--- src/rtl/vseq_pkg.sv ---
// Shared types and entry-layout helpers for the vector sequencer.
// An entry is packed {valid, cw, expect, mask} with mask in the LSBs.
package vseq_pkg;

    typedef enum logic [2:0] {
        ST_IDLE     = 3'd0,
        ST_FETCH    = 3'd1,
        ST_APPLY    = 3'd2,
        ST_SETTLE_W = 3'd3,
        ST_CHECK    = 3'd4,
        ST_DONE     = 3'd5
    } vseq_state_t;

    function automatic int valid_bit(input int cw_w, input int obs_w);
        return 2 * obs_w + cw_w;
    endfunction

    function automatic int cw_lsb(input int obs_w);
        return 2 * obs_w;
    endfunction

    function automatic int exp_lsb(input int obs_w);
        return obs_w;
    endfunction

    function automatic int mask_lsb();
        return 0;
    endfunction

endpackage

--- src/rtl/vseq_ram.sv ---
// Simple dual-port vector RAM: one synchronous write port, one read port
// with a single cycle of read latency. Contents are not affected by reset.
module vseq_ram #(
    parameter int WIDTH  = 58,
    parameter int DEPTH  = 64,
    parameter int ADDR_W = $clog2(DEPTH)
) (
    input  logic              Clock,
    input  logic              wr_en,
    input  logic [ADDR_W-1:0] wr_addr,
    input  logic [WIDTH-1:0]  wr_data,
    input  logic [ADDR_W-1:0] rd_addr,
    output logic [WIDTH-1:0]  rd_data
);

    logic [WIDTH-1:0] mem [DEPTH];

    always_ff @(posedge Clock) begin
        if (wr_en) begin
            mem[wr_addr] <= wr_data;
        end
        rd_data <= mem[rd_addr];
    end

endmodule

--- src/rtl/vector_sequencer.sv ---
// Replays stored control words into the ALU datapath, compares the masked
// observation after a settle delay, and records error statistics.
module vector_sequencer
    import vseq_pkg::*;
#(
    parameter int CW_WIDTH  = 41,
    parameter int OBS_WIDTH = 8,
    parameter int DEPTH     = 64,
    parameter int SETTLE    = 1,
    parameter int ADDR_W    = $clog2(DEPTH),
    parameter int ENTRY_W   = 1 + CW_WIDTH + 2 * OBS_WIDTH
) (
    input  logic                 Clock,
    input  logic                 Reset,
    input  logic                 Load_En,
    input  logic [ADDR_W-1:0]    Load_Addr,
    input  logic [ENTRY_W-1:0]   Load_Data,
    input  logic                 Start,
    input  logic                 Stop_On_Err,
    input  logic [OBS_WIDTH-1:0] Obs_In,
    output logic [CW_WIDTH-1:0]  Ctrl_Out,
    output logic                 Ctrl_Valid,
    output logic                 Busy,
    output logic                 Done,
    output logic                 Pass,
    output logic [ADDR_W:0]      Err_Count,
    output logic [ADDR_W:0]      Vec_Count,
    output logic [ADDR_W-1:0]    Fail_Addr,
    output vseq_state_t          Dbg_State
);

    localparam int VALID_BIT = valid_bit(CW_WIDTH, OBS_WIDTH);
    localparam int CW_LSB    = cw_lsb(OBS_WIDTH);
    localparam int EXP_LSB   = exp_lsb(OBS_WIDTH);
    localparam int MASK_LSB  = mask_lsb();

    localparam logic [ADDR_W-1:0] LAST_ADDR   = ADDR_W'(DEPTH - 1);
    localparam logic [ADDR_W-1:0] PTR_ONE     = ADDR_W'(1);
    localparam logic [ADDR_W:0]   CNT_ONE     = (ADDR_W + 1)'(1);
    localparam logic [3:0]        SETTLE_INIT = 4'(SETTLE);

    vseq_state_t          state, next_state;
    logic [ADDR_W-1:0]    ptr;
    logic [ENTRY_W-1:0]   rd_data;
    logic [OBS_WIDTH-1:0] exp_r, mask_r;
    logic [3:0]           settle_cnt;
    logic                 stop_lat;
    logic                 mismatch;
    logic                 entry_valid;
    logic [CW_WIDTH-1:0]  entry_cw;

    // The RAM is only writable while no run is consuming it.
    vseq_ram #(
        .WIDTH  (ENTRY_W),
        .DEPTH  (DEPTH),
        .ADDR_W (ADDR_W)
    ) u_ram (
        .Clock   (Clock),
        .wr_en   (Load_En && !Busy),
        .wr_addr (Load_Addr),
        .wr_data (Load_Data),
        .rd_addr (ptr),
        .rd_data (rd_data)
    );

    assign entry_valid = rd_data[VALID_BIT];
    assign entry_cw    = rd_data[CW_LSB +: CW_WIDTH];
    assign mismatch    = |((Obs_In ^ exp_r) & mask_r);

    assign Busy      = (state != ST_IDLE) && (state != ST_DONE);
    assign Done      = (state == ST_DONE);
    assign Pass      = Done && (Err_Count == '0);
    assign Dbg_State = state;

    always_comb begin
        next_state = state;
        case (state)
            ST_IDLE, ST_DONE: if (Start) next_state = ST_FETCH;
            ST_FETCH:         next_state = ST_APPLY;
            ST_APPLY: begin
                if (!entry_valid)     next_state = ST_DONE;
                else if (SETTLE == 0) next_state = ST_CHECK;
                else                  next_state = ST_SETTLE_W;
            end
            ST_SETTLE_W:      if (settle_cnt <= 4'd1) next_state = ST_CHECK;
            ST_CHECK: begin
                if ((ptr == LAST_ADDR) || (mismatch && stop_lat)) next_state = ST_DONE;
                else                                              next_state = ST_FETCH;
            end
            default:          next_state = ST_IDLE;
        endcase
    end

    always_ff @(posedge Clock) begin
        if (!Reset) begin
            state      <= ST_IDLE;
            ptr        <= '0;
            Ctrl_Out   <= '0;
            Ctrl_Valid <= 1'b0;
            Err_Count  <= '0;
            Vec_Count  <= '0;
            Fail_Addr  <= '0;
            exp_r      <= '0;
            mask_r     <= '0;
            settle_cnt <= '0;
            stop_lat   <= 1'b0;
        end else begin
            state <= next_state;
            case (state)
                ST_IDLE, ST_DONE: begin
                    if (Start) begin
                        ptr       <= '0;
                        Err_Count <= '0;
                        Vec_Count <= '0;
                        Fail_Addr <= '0;
                        stop_lat  <= Stop_On_Err;
                    end
                end
                ST_APPLY: begin
                    if (entry_valid) begin
                        Ctrl_Out   <= entry_cw;
                        Ctrl_Valid <= 1'b1;
                        exp_r      <= rd_data[EXP_LSB +: OBS_WIDTH];
                        mask_r     <= rd_data[MASK_LSB +: OBS_WIDTH];
                        settle_cnt <= SETTLE_INIT;
                    end else begin
                        Ctrl_Valid <= 1'b0;
                    end
                end
                ST_SETTLE_W: settle_cnt <= settle_cnt - 4'd1;
                ST_CHECK: begin
                    Vec_Count <= Vec_Count + CNT_ONE;
                    if (mismatch) begin
                        if (Err_Count != '1) Err_Count <= Err_Count + CNT_ONE;
                        // An empty error count means this is the run's first failure.
                        if (Err_Count == '0) Fail_Addr <= ptr;
                    end
                    if (next_state == ST_FETCH) ptr        <= ptr + PTR_ONE;
                    else                        Ctrl_Valid <= 1'b0;
                end
                default: ;
            endcase
        end
    end

endmodule

--- config.mk ---
export PLATFORM = sky130hd
export DESIGN_NAME = vector_sequencer
export DESIGN_NICKNAME = d
export VERILOG_FILES = /design/src/rtl/vseq_pkg.sv /design/src/rtl/vseq_ram.sv /design/src/rtl/vector_sequencer.sv
export SDC_FILE = /design/constraint.sdc
export NUM_CORES = 2
export LEC_CHECK = 0
export CORE_ASPECT_RATIO = 1.4
export CORE_MARGIN = 5
export CORE_UTILIZATION = 50
export DETAILED_ROUTE_END_ITERATION = 16
export DONT_BUFFER_PORTS = 1
export GPL_TIMING_DRIVEN = 0
export SLEW_MARGIN = 20
export SYNTH_ARGS = -nofsm -noshare
export SYNTH_HDL_FRONTEND = slang
export SYNTH_SLANG_ARGS = --single-unit
--- constraint.sdc ---
create_clock -name Clock -period 5.2 [get_ports Clock]
set_input_delay 1.04 -clock Clock [delete_from_list [all_inputs] [get_ports Clock]]
set_output_delay 1.04 -clock Clock [all_outputs]
set_load 0.01 [all_outputs]
# Yosys cells after proc, flatten, opt, wreduce, memory -nomap -nowiden
# Memories as Yosys holds them, arrays and structs flattened. A register that Yosys moved wholly into a read port is not among the register bits.
# Cells that the tools add are included.
# word_totals
mem_bits_rw,3712
mem_count,1
rom_bits,0
latch_bits,0
regBits,92
# op_classes
addsub,4
order_cmp,1
mul,0
muxes,23
n_shift,0
n_bitwise,2
n_eq_ne,16
n_reduce_logical,22
div_mod_pow,0
# mem_list
name,words,width,read_ports,rd_clocked_by_memory_dff,wr,line_no,rtl
u_ram.mem,64,58,1,1,1,vseq_ram.sv:16,logic [WIDTH-1:0] mem [DEPTH];
# ops
op,count
7-bit one-hot mux with 2 select lines,2
6-bit 2-to-1 mux,4
6-bit one-hot mux with 2 select lines,2
7-bit 2-to-1 mux,3
3-bit one-hot mux with 5 select lines,1
7-bit by 1-bit adder with 7-bit output (second input constant),2
3-bit 2-to-1 mux,4
2-bit inequality test (second input constant),6
2-bit AND reduction,5
8-bit AND,1
4-bit one-hot mux with 2 select lines,1
4-bit AND reduction,2
8-bit OR reduction,1
8-bit bitwise XOR,1
7-bit logical NOT,1
7-bit inequality test (second input constant),1
6-bit by 1-bit adder with 6-bit output (second input constant),1
3-bit by 1-bit equality test with 1-bit output (second input constant),2
3-bit by 2-bit equality test with 1-bit output (second input constant),2
3-bit equality test (second input constant),2
6-bit equality test (second input constant),1
2-bit nonzero test,3
4-bit by 1-bit <= comparator with 1-bit output (second input constant),1
1-bit logical AND,4
other kinds (12),15

# Longest topological paths before layout
# depth
ltp_word,10
ltp_mapped,11

# Modules after synthesis
# A second synthesis with hierarchy kept.
# unflattened
cells_unflattened,6466
hier_area_um2,145273.1
# by_module_without_submodules
mod,cells_each,instances,area_per_inst_um2,seq_area_each_um2
vseq_ram,5998,1,141278.0,112628.0
vector_sequencer,468,1,3995.1,1841.8

# Worst setup path after synthesis
# OpenSTA, ideal clock, no wires.
# synth_path
kind,input -> register
startpoint,input port Load_Addr[5]
endpoint,memory u_ram.mem[38][0] (enable)
path_stages,4
path_slack_ns,0.413
arrival_ns,4.313
setup_time_ns,0.474
path_cell_list,clkbuf_1 or3b_2 buf_1 nor2_1
# synth_lines
element,line_no,rtl
from (decl),vector_sequencer.sv:16,"input logic [ADDR_W-1:0] Load_Addr,"
to (decl),vseq_ram.sv:16,
# Straight into the memory's write port.

==> summary.md <==
| Metric | Value |
|---|---|
| Sink Count | 3,862 |
| Die ar. | 302,000 sq um |
| Root buffer selected by CTS | clkbuf_16 |
| CP startpoint kind | register |
| Post-synth EDFFs | 3,712 |
| Reg2Reg Depth | 8 |
| Cell count after synthesis | 6,500 |
| Core Box Area | 290,000 sq um |
| Largest net degree at the start of global routing | 65 |
| XOR/XNOR share of the synthesized area | 0.000603 |
| Max-cap violations | 0 |
| I/O pins | 145 |
| Mux contribution to synthesized area | 0.150 |
| Final setup violation count | 0 |
| Pre-antenna DRT Iters | 6 |
| Total GRT Usage | 0.342 |
| RR Endpoint | u_ram.rd_data[8]$_DFF_P_ |
| Cell count of the worst hold path | 0 |
| CTS Buffer Depth | 4 |
| Worst-path clk slew | 0.07 ns |
| Number of routed nets with antenna violations | 0 |
| Share of cells above drive strength 1 | 0.281 |
| Worst reg-to-reg setup slack | 0.41 ns |
| Comb power frac | 0.017 |
| Mapped Avg Cell Area | 22.4 sq um |
| Synth-to-layout area growth | 17.1% |
| Sequential share of power | 0.551 |
| H-tree depth | 5 |
| Final Cycle Share | 0.921 |
| RSZ-0062 raised after global routing | false |
| Sw Ratio | 0.201 |
| Placed insts | 10,600 |
| Cts repair resizes | 0 |
| Post-CTS setup repair buffer count | 0 |
| Hold/Removal Path Class | in -> reg |
| #FFs+latches synth | 3,862 |
| Setup TNS | 0 ns |
| Final total power | 62.1 mW |
| 1st-iter DRT viols | 11,900 |
| Syn_nets | 6,583 |
| CTS tree | done |
| Routability Congestion | 0.851 |
| Clk pwr share | 0.432 |
| Setup crit end kind | register |
| Port bufs | 0 |
| Vias per std cell | 6.97 |
| P_sw | 12.5 mW |
| Post-DP HPWL | 361 mm |
| Kind of critical path | reg -> reg |
| Synth warn | 0 |
| Critical Path Fanout Max | 12 |
| Total number of vias | 78,800 |
| Die Wd | 466 um |
| Final Non-Filler Cells | 11,300 |
| Synth Area in Compound Gates | 0.0338 |
| DR DRC count | 0 |
| Internal Power | 49.7 mW |
| Area share of fa/ha/maj cells after synthesis | 0.000517 |
| Row cnt | 234 |
| CP required | 6.10 ns |
| Peak supply drop | 0.289 mV |
| Clk_lat worst skew | 0.96 ns |
| Final WL | 518 mm |
| Initial Util | 0.501 |
| Vert. Die Dim | 648 um |
| Worst-margin pin slew | 1.35 ns |
| Largest family of logic cells by synthesized area | multiplexers |
| Vias in the first global route | 77,100 |
| Max-slew headroom | 0.0994 |
| Clock Skew | 0.0753 ns |
| Antenna violations before repair | 37 |
| Power density cells | 365 nW/um^2 |
| R2r startpoint | ptr[1]$_SDFFE_PN0P_ |
| Post-route minimum period | 4.79 ns |
| Status | finished clean |
| Highest Clock Rate | 209 MHz |
| Hold_ws | 0.188 ns |
| Main synth FF type | edfxtp_1 |
| Leakage | 52.2 nW |
| Total Nets Final | 7,285 |
| CP arrival | 5.69 ns |
| Max-slew violation count | 0 |
| Ys async rst share | 0 |
| Worst Min Path Start | Load_Data[9] |
| Global-route wire length before repair | 687 mm |
| Syn Std Cell Area | 145,000 sq um |
| Seq/Total Area, Yosys | 0.788 |
| Worst setup slack after layout | 0.410 ns |
| Hold endpoint | u_ram.mem[26][9]$_DFFE_PP_ |
| Dpl ws | 0.584 ns |
| DR WL/cell | 45.8 um |
| Final hold viol count | 0 |
| Simple-Gate Fraction of Synth Area | 0.0137 |
| GRT overflow | 0 |
| CTS Buf Count | 364 |
| Post-synth cell types | 58 |
| Hold_buf cts | 0 |
==> sequential cells by signal, indices dropped and copies added (netlist names), 6 cells and up <==
signal,flops
mask_r,8
u_ram.rd_data,58
ptr,6
Err_Count,7
Ctrl_Out,41
exp_r,8
Fail_Addr,6
u_ram.mem,3712
Vec_Count,7
==> power by group through the flow <==
stage | Sequential, mW | Combinational, mW | Clock [mW]
2_1_floorplan | 34.9 | 0.583 | 0
3_3_place_gp | 34.9 | 0.924 | 0
3_5_place_dp | 34.9 | 1.03 | 0
4_1_cts | 34.2 | 1.03 | 26.9
5_1_grt | 34.2 | 1.08 | 28.2
6_report | 34.2 | 1.05 | 26.8
==> per-stage QoR <==
step	utilization	area (sq um)
6_report	0.587	170000
5_1_grt	0.587	170000
4_1_cts	0.587	170000
3_5_place_dp	0.546	158000
3_3_place_gp	0.518	150000
2_1_floorplan	-	145000
==> logic make-up after synthesis <==
logic type               count (synthesis)
AND/OR/NAND/NOR                        450
flip-flops                            3862
adder cells (fa/ha/maj)                  6
XOR/XNOR                                10
AO/OA/AOI/OAI                          721
buffers and inverters                  377
multiplexers                          1074
==> layout by cell type, fill, tap and decap left out, types with 142 or more instances in the layout <==
cell,instances
edfxtp_1,3712
mux4_2,887
clkbuf_16,374
a21oi_1,213
buf_12,184
mux2i_1,182
clkbuf_1,170
nand2_1,162
dfxtp_1,150
buf_16,142
==> metal layers <==
metal,GRT usage,wire length (um),vias to the layer above
met5,0,107,-
met4,0.239,45200,16
met3,0.0936,57500,1568
li1,-,-,29200
met2,0.543,246000,5851
met1,0.409,169000,42200
==> cell type report <==
type	instances	area (sq um)
diodes	36	90.1
plain buffers	365	1940
clock buffers	487	10100
clock inverters	174	1640
fillers	20500	120000
inverters	12	45.0
multi-input cells	2261	29500
flip-flops and latches	3862	114000
well taps	3776	4720
repair buffers	336	7690
==> cell usage after synthesis, drive strengths merged (3+ instances only) <==
master  count  area (sq um)
a22oi      16           120
nor2      126           473
a31o        3          26.3
edfxtp   3712        111000
clkbuf    155           582
xor2       10          87.6
ha          6          75.1
inv        10          37.5
nand2b     10          62.6
o21ai      74           370
or3        10          62.6
nand2     165           619
o22ai     114           713
a21oi     213          1070
nor2b      13          81.3
o211a      21           210
o41ai       3          26.3
and2        7          43.8
o221ai     80           701
nand3b      4          30.0
and3        5          31.3
or2         9          56.3
dfxtp     150          3000
mux4      887         20000
a211oi      6          45.0
nand3      31           155
a31oi      11          68.8
buf       210          1270
nor3       59           295
a221oi    102           893
mux2        5          56.3
a22o       64           561
mux2i     182          1820
==> worst max-delay path by stage <==
stage / cells after the start / start / slack (ns) / to
6_report: 8 / ptr[1]$_SDFFE_PN0P_ / 0.41 / u_ram.rd_data[8]$_DFF_P_
5_1_grt: 8 / ptr[1]$_SDFFE_PN0P_ / 0.62 / u_ram.rd_data[8]$_DFF_P_
4_1_cts: 8 / ptr[1]$_SDFFE_PN0P_ / 0.56 / u_ram.rd_data[8]$_DFF_P_
3_5_place_dp: 8 / ptr[1]$_SDFFE_PN0P_ / 0.58 / u_ram.rd_data[8]$_DFF_P_
3_3_place_gp: 7 / Dbg_State[2]$_SDFF_PN0_ / -5.52 / u_ram.mem[26][29]$_DFFE_PP_
2_1_floorplan: 4 / Load_Addr[5] / 0.41 / u_ram.mem[38][0]$_DFFE_PP_
==> critical path, stage by stage, from the launching register on <==
cell	delay, ns
dfxtp_1	0.36
buf_2	0.32
buf_4	0.49
buf_2	0.81
clkbuf_1	0.96
mux4_2	0.41
o22ai_1	0.08
nor3_1	0.90
o211a_1	0.29
Power figures use the tool's default switching activity.
